===== config.mk =====
export PLATFORM = sky130hd
export DESIGN_NAME = wr_ptr_full_ctrl_flat
export DESIGN_NICKNAME = d
export VERILOG_FILES = /design/src/rtl/wr_ptr_full_ctrl_pkg.sv /design/src/rtl/wr_ptr_full_ctrl_if.sv /design/src/rtl/wr_ptr_full_ctrl_rd_2_wr_sync.sv /design/src/rtl/wr_ptr_full_ctrl.sv /design/src/flat_wrapper.sv
export SDC_FILE = /design/constraint.sdc
export NUM_CORES = 1
export LEC_CHECK = 0
export BUFFER_PORTS_ARGS = -buffer_cell sky130_fd_sc_hd__buf_2
export CAP_MARGIN = 20
export CORE_ASPECT_RATIO = 0.9
export CORE_MARGIN = 2
export CORE_UTILIZATION = 55
export DETAILED_ROUTE_END_ITERATION = 10
export GPL_TIMING_DRIVEN = 0
export PLACE_DENSITY = 0.9
export SYNTH_ARGS = -nofsm -noshare
export SYNTH_HDL_FRONTEND = slang
export SYNTH_SLANG_ARGS = --single-unit

===== constraint.sdc =====
create_clock -name wclk -period 4.1 [get_ports wclk]
set_input_delay 0.615 -clock wclk [delete_from_list [all_inputs] [get_ports wclk]]
set_output_delay 0.615 -clock wclk [all_outputs]
set_load 0.02 [all_outputs]

===== src/rtl/wr_ptr_full_ctrl_pkg.sv =====
// Shared async-FIFO pointer types and Gray/binary conversion helpers.
// Used by both the write-side full controller and the read-side empty controller.
// Pure combinational helpers; no state.
package fifo_pkg;

  localparam int FIFO_AW = 9;

  typedef logic [FIFO_AW:0] ptr_t;

  // Generic 32-bit conversions; callers zero-extend/truncate to pointer width.
  // Leading zeros in a Gray value decode to leading zeros in binary, so the
  // truncated result is exact for any narrower pointer.
  function automatic logic [31:0] bin2gray(input logic [31:0] b);
    return b ^ (b >> 1);
  endfunction

  function automatic logic [31:0] gray2bin(input logic [31:0] g);
    logic [31:0] b;
    b[31] = g[31];
    for (int i = 30; i >= 0; i--) begin
      b[i] = b[i+1] ^ g[i];
    end
    return b;
  endfunction

endpackage


===== src/rtl/wr_ptr_full_ctrl_if.sv =====
// Write-domain bus of the async FIFO: producer request, remote read pointer in,
// RAM write strobe/address, exported Gray write pointer and status flags out.
// master = producer/read-domain side, slave = wr_ptr_full_ctrl.
interface wr_ptr_full_ctrl_if
  import fifo_pkg::*;
#(
  parameter int Addr_Width = FIFO_AW
);

  logic                  winc;
  logic [Addr_Width:0]   rptr;
  logic                  wen;
  logic [Addr_Width-1:0] waddr;
  logic [Addr_Width:0]   wptr;
  logic                  wfull;
  logic                  walmost_full;
  logic [Addr_Width:0]   wlevel;
  logic                  woverflow;

  modport master (
    output winc, rptr,
    input  wen, waddr, wptr, wfull, walmost_full, wlevel, woverflow
  );

  modport slave (
    input  winc, rptr,
    output wen, waddr, wptr, wfull, walmost_full, wlevel, woverflow
  );

endinterface


===== src/rtl/wr_ptr_full_ctrl_rd_2_wr_sync.sv =====
// Two-flop synchroniser bringing the Gray read pointer into the write clock.
// Ports: clk/rst (async active-high), i_d (async Gray input), o_q (synchronised).
// Latency: a stable input change appears on o_q after the 2nd clk edge.
module rd_2_wr_sync
  import fifo_pkg::*;
#(
  parameter int Width = FIFO_AW + 1
) (
  input  logic             clk,
  input  logic             rst,
  input  logic [Width-1:0] i_d,
  output logic [Width-1:0] o_q
);

  logic [Width-1:0] r_q1;
  logic [Width-1:0] r_q2;

  // Input is Gray-coded, so at most one bit can be mid-transition per sample.
  always_ff @(posedge clk or posedge rst) begin
    if (rst) begin
      r_q1 <= '0;
      r_q2 <= '0;
    end else begin
      r_q1 <= i_d;
      r_q2 <= r_q1;
    end
  end

  assign o_q = r_q2;

endmodule


===== src/rtl/wr_ptr_full_ctrl.sv =====
// Write-domain pointer/full controller of the async FIFO: binary+Gray write
// pointer, RAM write address/strobe, full, almost-full, level, sticky overflow.
// Ports: wclk, wrst (async active-high), bus (slave): winc, rptr in; wen,
// waddr, wptr, wfull, walmost_full, wlevel, woverflow out. wen is combinational,
// everything else registered. Flags release 3 wclk edges after a read pointer move.
module wr_ptr_full_ctrl
  import fifo_pkg::*;
#(
  parameter int Addr_Width = FIFO_AW,
  parameter int AF_Margin  = 4
) (
  input  logic          wclk,
  input  logic          wrst,
  wr_ptr_full_ctrl_if.slave bus
);

  localparam int                  Depth    = 1 << Addr_Width;
  localparam logic [Addr_Width:0] AfThresh = (Addr_Width + 1)'(Depth - AF_Margin);

  logic [Addr_Width:0] r_wbin;
  logic [Addr_Width:0] r_wptr;
  logic [Addr_Width:0] r_wlevel;
  logic                r_wfull;
  logic                r_walmost_full;
  logic                r_woverflow;

  logic                w_wen;
  logic [Addr_Width:0] w_rptr_s;
  logic [Addr_Width:0] w_rbin_s;
  logic [Addr_Width:0] w_wbin_next;
  logic [Addr_Width:0] w_wgray_next;
  logic [Addr_Width:0] w_full_gray;
  logic [Addr_Width:0] w_level_next;

  rd_2_wr_sync #(
    .Width(Addr_Width + 1)
  ) u_rptr_sync (
    .clk (wclk),
    .rst (wrst),
    .i_d (bus.rptr),
    .o_q (w_rptr_s)
  );

  assign w_wen        = bus.winc & ~r_wfull;
  assign w_wbin_next  = r_wbin + (Addr_Width + 1)'(w_wen);
  assign w_wgray_next = (Addr_Width + 1)'(bin2gray(32'(w_wbin_next)));
  assign w_rbin_s     = (Addr_Width + 1)'(gray2bin(32'(w_rptr_s)));

  // Full when the write pointer is exactly one lap ahead: in Gray that is the
  // synchronised read pointer with its two MSBs inverted.
  assign w_full_gray  = {~w_rptr_s[Addr_Width:Addr_Width-1], w_rptr_s[Addr_Width-2:0]};

  // Modular difference; a stale read pointer only makes this larger, never smaller.
  assign w_level_next = w_wbin_next - w_rbin_s;

  always_ff @(posedge wclk or posedge wrst) begin
    if (wrst) begin
      r_wbin         <= '0;
      r_wptr         <= '0;
      r_wfull        <= 1'b0;
      r_walmost_full <= 1'b0;
      r_wlevel       <= '0;
      r_woverflow    <= 1'b0;
    end else begin
      r_wbin         <= w_wbin_next;
      r_wptr         <= w_wgray_next;
      r_wfull        <= (w_wgray_next == w_full_gray);
      r_walmost_full <= (w_level_next >= AfThresh);
      r_wlevel       <= w_level_next;
      r_woverflow    <= r_woverflow | (bus.winc & r_wfull);
    end
  end

  assign bus.wen          = w_wen;
  assign bus.waddr        = r_wbin[Addr_Width-1:0];
  assign bus.wptr         = r_wptr;
  assign bus.wfull        = r_wfull;
  assign bus.walmost_full = r_walmost_full;
  assign bus.wlevel       = r_wlevel;
  assign bus.woverflow    = r_woverflow;

endmodule

===== src/flat_wrapper.sv =====
// flat-port wrapper written by rule: the top's interface ports become plain ports
module wr_ptr_full_ctrl_flat import fifo_pkg::*;
#(
  parameter int Addr_Width = FIFO_AW,
  parameter int AF_Margin  = 4
)
  (wclk, wrst, bus_winc, bus_rptr, bus_wen, bus_waddr, bus_wptr, bus_wfull, bus_walmost_full, bus_wlevel, bus_woverflow);
  wr_ptr_full_ctrl_if #(.Addr_Width(Addr_Width)) bus_i ();
  input  logic wclk;
  input  logic wrst;
  input wire logic [$bits(bus_i.winc)-1:0] bus_winc;
  input wire logic [$bits(bus_i.rptr)-1:0] bus_rptr;
  output wire logic [$bits(bus_i.wen)-1:0] bus_wen;
  output wire logic [$bits(bus_i.waddr)-1:0] bus_waddr;
  output wire logic [$bits(bus_i.wptr)-1:0] bus_wptr;
  output wire logic [$bits(bus_i.wfull)-1:0] bus_wfull;
  output wire logic [$bits(bus_i.walmost_full)-1:0] bus_walmost_full;
  output wire logic [$bits(bus_i.wlevel)-1:0] bus_wlevel;
  output wire logic [$bits(bus_i.woverflow)-1:0] bus_woverflow;
  assign bus_i.winc = bus_winc;
  assign bus_i.rptr = bus_rptr;
  assign bus_wen = bus_i.wen;
  assign bus_waddr = bus_i.waddr;
  assign bus_wptr = bus_i.wptr;
  assign bus_wfull = bus_i.wfull;
  assign bus_walmost_full = bus_i.walmost_full;
  assign bus_wlevel = bus_i.wlevel;
  assign bus_woverflow = bus_i.woverflow;
  wr_ptr_full_ctrl #(.Addr_Width(Addr_Width), .AF_Margin(AF_Margin)) u_core (.wclk(wclk), .wrst(wrst), .bus(bus_i));
endmodule

==> results.txt <==
Most used standard cell by instance count after synthesis = sky130_fd_sc_hd__dfrtp_1
Area fraction of the dominant cell type after synthesis = 52.3%
Total clock buffers created by CTS = 5
Clock edge transition at the registers on the reported setup and hold paths = 0.09 ns
Skew-Pair Late Insertion Delay = 0.30 ns
Number of enable flip-flop cells after synthesis = 0
Final standard cell utilization of the core = 67.1%
Number of placement rows = 23
All-Layer GR Usage = 20.2%
Number of endpoints with negative hold slack in the final report = 0
Design Power = 2.23 mW
Total clock sinks = 52
Time the worst path needs with I/O delays and setup = 3.88 ns
Antenna viol nets, final = 0
Pin count of the biggest net entering global routing = 29
Peak ir drop on the vdd network = 0.547 mV
Hold WS = 0.326 ns
Longest Clk Path Bufs = 2
CORE AREA = 4400 um2
Max frequency = 0.258 GHz
Number of max-slew violations in the final report = 0
Class of the most critical setup path = reg2reg
Worst Path Max Fanout = 5
Routed wire length = 4.63 mm
Fillers = 317
Placement-stage cell area = 2810 um2
Status = finished, final reports clean
Element type at the critical path end = flop
Slew @ Worst Pin = 0.503 ns
Routability congestion estimate from global placement = 0.870
Hold Crit Class = in2async
Leak Pwr = 1.43 nW
Ys flop type = sky130_fd_sc_hd__dfrtp_1
Synth async-reset ratio = 100%
Number of synthesis warnings = 0
Post-layout net count = 297
Port bufs = 45
Flip-flop and latch count after synthesis = 52
Post-Synthesis Net Count = 237
List of most frequent post-synthesis cells = sky130_fd_sc_hd__dfrtp_1, sky130_fd_sc_hd__xnor2_1, sky130_fd_sc_hd__xor2_1
Post-synthesis instance total = 212
TritonRoute pass-1 iters = 4
Number of maximum-capacitance violations = 0
Combined flip-flop and latch cell area = 1300 um2
Share of synthesized area occupied by flip-flops and latches = 52.3%
Final Skew = 0.00314 ns
Post-route standard cell area excluding fillers = 2960 um2
Die Area = 5080 um2
Post-DP HPWL = 3.32 mm
Least setup slack across all paths after layout = 0.220 ns
Starting density of the core = 56.5%
Power Dens Cells = 753 nW/um2
Vias = 1725
Setup violation total in the final timing report = 0
Clock tree from TritonCTS = yes
Signal arrival time at the worst endpoint = 4.08 ns
Count of H-tree levels built during CTS = 2
Wire per inst = 13.8 um
Die Height = 67.8 um
Normalized max-slew margin = 66.2%
Syn Area/Cell = 11.7 um2
Final clock period utilization by the worst path = 94.6%
Main area contributors after synthesis = sky130_fd_sc_hd__dfrtp_1, sky130_fd_sc_hd__xnor2_1, sky130_fd_sc_hd__xor2_1
Global-route wire length before repair = 7.45 mm
Congestion Overflow GR = 0
Diode insertion count for antenna repair = 0
Root Buffer Master = sky130_fd_sc_hd__clkbuf_8
Number of top-level pins = 46
Count of cell types in the netlist = 41
Most area-hungry cell type in the Yosys netlist = sky130_fd_sc_hd__dfrtp_1
Number of global-route vias before repair = 1643
Antenna violations before repair = 0
Dpl ws = 0.177 ns
Cell area after synthesis = 2490 um2
Multi-input gate area = 1120 um2
Ratio of cells with drive above 1 in the final layout = 25.6%
Area growth from synthesis to layout = 18.8%
Detail-routed via count per cell = 5.15
Die X = 74.9 um
Initial DRC count = 137
DRC violation count after routing = 0
Required time at the worst-slack endpoint = 4.30 ns
Startpoint Class = flop
[state kept, by name, indices dropped and copies added, names as in the netlist]
signal and flops:
u_core.bus.wlevel 10, u_core.r_wbin 10, u_core.u_rptr_sync.o_q 10, u_core.u_rptr_sync.r_q1 10, u_core.bus.wptr 9, u_core.bus.walmost_full 1
u_core.bus.wfull 1, u_core.bus.woverflow 1
[area by class of cell]
cell class,count,area share [%]
clock buffer,6,2.46
multi-input combinational,142,38.0
sequential,52,44.0
clock inverter,2,0.466
tap,62,2.62
timing repair buffer,53,10.1
buffer,9,1.23
inverter,9,1.14
[what timing repair did]
item	in CTS	in global routing
hold buffers	0	0
endpoints found under the hold margin	0	0
resized for setup	0	1
buffers inserted	0	7
endpoints found under the setup margin	0	1
[per-stage QoR]
step                setup TNS [ns]  std cells
floorplan                        0        212
global placement                 0        319
detailed placement               0        320
CTS                              0        328
global route               -0.0527        335
finish                           0        335
[cells in the final DEF (no fill, tap or decap), types with 2 or more instances in the layout]
master and count:
sky130_fd_sc_hd__a21boi_0 2, sky130_fd_sc_hd__a21oi_1 10, sky130_fd_sc_hd__nor3_1 2, sky130_fd_sc_hd__buf_2 47, sky130_fd_sc_hd__dfrtp_1 52, sky130_fd_sc_hd__clkbuf_8 5, sky130_fd_sc_hd__o21a_1 3, sky130_fd_sc_hd__and4_1 2
sky130_fd_sc_hd__ha_1 11, sky130_fd_sc_hd__inv_1 8, sky130_fd_sc_hd__and3_1 3, sky130_fd_sc_hd__nor2b_1 4, sky130_fd_sc_hd__xor2_1 16, sky130_fd_sc_hd__xnor2_1 24, sky130_fd_sc_hd__xor2_2 4, sky130_fd_sc_hd__o21bai_1 2
sky130_fd_sc_hd__nand3_1 4, sky130_fd_sc_hd__nand2_1 8, sky130_fd_sc_hd__nand4_1 4, sky130_fd_sc_hd__buf_4 7, sky130_fd_sc_hd__o21ai_0 8, sky130_fd_sc_hd__clkbuf_1 8, sky130_fd_sc_hd__nor2_1 10, sky130_fd_sc_hd__and2_1 2
sky130_fd_sc_hd__a21o_1 4
[power by group]
| part | total (mW) | internal, mW | leakage, nW | switching, mW |
|---|---|---|---|---|
| registers | 0.715 | 0.652 | 0.630 | 0.0628 |
| logic | 1.23 | 0.497 | 0.755 | 0.733 |
| clock network | 0.281 | 0.122 | 0.0456 | 0.159 |
[logic make-up after synthesis]
family / synth area share [%]
AOI/OAI and AO/OA: 11.3
DFF: 52.3
adders and majority gates: 6.34
buffers and inverters: 2.82
and+or+nand+nor: 8.75
xor gates and xnor gates: 18.5
[final timing paths]
kind / start / to / slack (ns) / cells past startpoint
setup reg to reg: u_core.u_rptr_sync.o_q[8]$_DFF_PP0_ / u_core.bus.walmost_full$_DFF_PP0_ / 0.22 / 15
min in group wclk: u_core.u_rptr_sync.r_q1[9]$_DFF_PP0_ / u_core.u_rptr_sync.o_q[9]$_DFF_PP0_ / 0.35 / 0
hold / removal: wrst / u_core.bus.wlevel[4]$_DFF_PP0_ / 0.33 / 2
max in group asynchronous: wrst / u_core.bus.wfull$_DFF_PP0_ / 3.26 / 3
setup / recovery: u_core.u_rptr_sync.o_q[8]$_DFF_PP0_ / u_core.bus.walmost_full$_DFF_PP0_ / 0.22 / 15
hold reg to reg: u_core.u_rptr_sync.r_q1[9]$_DFF_PP0_ / u_core.u_rptr_sync.o_q[9]$_DFF_PP0_ / 0.35 / 0
[layer usage]
layer,part of all wire [%],up-vias,global-route usage (%)
met4,1.7,0,7.59
met2,49,59,32.2
met5,0,-,0
met3,5.3,10,6.42
met1,44,817,26.0
li1,-,839,-
[worst max-delay path, stage by stage (launching register included)]
cell	delay [ns]
sky130_fd_sc_hd__dfrtp_1	0.43
sky130_fd_sc_hd__xnor2_2	0.24
sky130_fd_sc_hd__xor2_2	0.23
sky130_fd_sc_hd__xor2_2	0.24
sky130_fd_sc_hd__xor2_2	0.24
sky130_fd_sc_hd__xor2_2	0.29
sky130_fd_sc_hd__xor2_4	0.25
sky130_fd_sc_hd__xor2_1	0.20
sky130_fd_sc_hd__ha_1	0.25
sky130_fd_sc_hd__nor2b_1	0.13
sky130_fd_sc_hd__o21a_1	0.19
sky130_fd_sc_hd__a311o_1	0.40
sky130_fd_sc_hd__a31oi_2	0.17
sky130_fd_sc_hd__o21ai_0	0.12
sky130_fd_sc_hd__xor2_1	0.18
sky130_fd_sc_hd__a41o_1	0.22
Power figures use the tool's default switching activity.
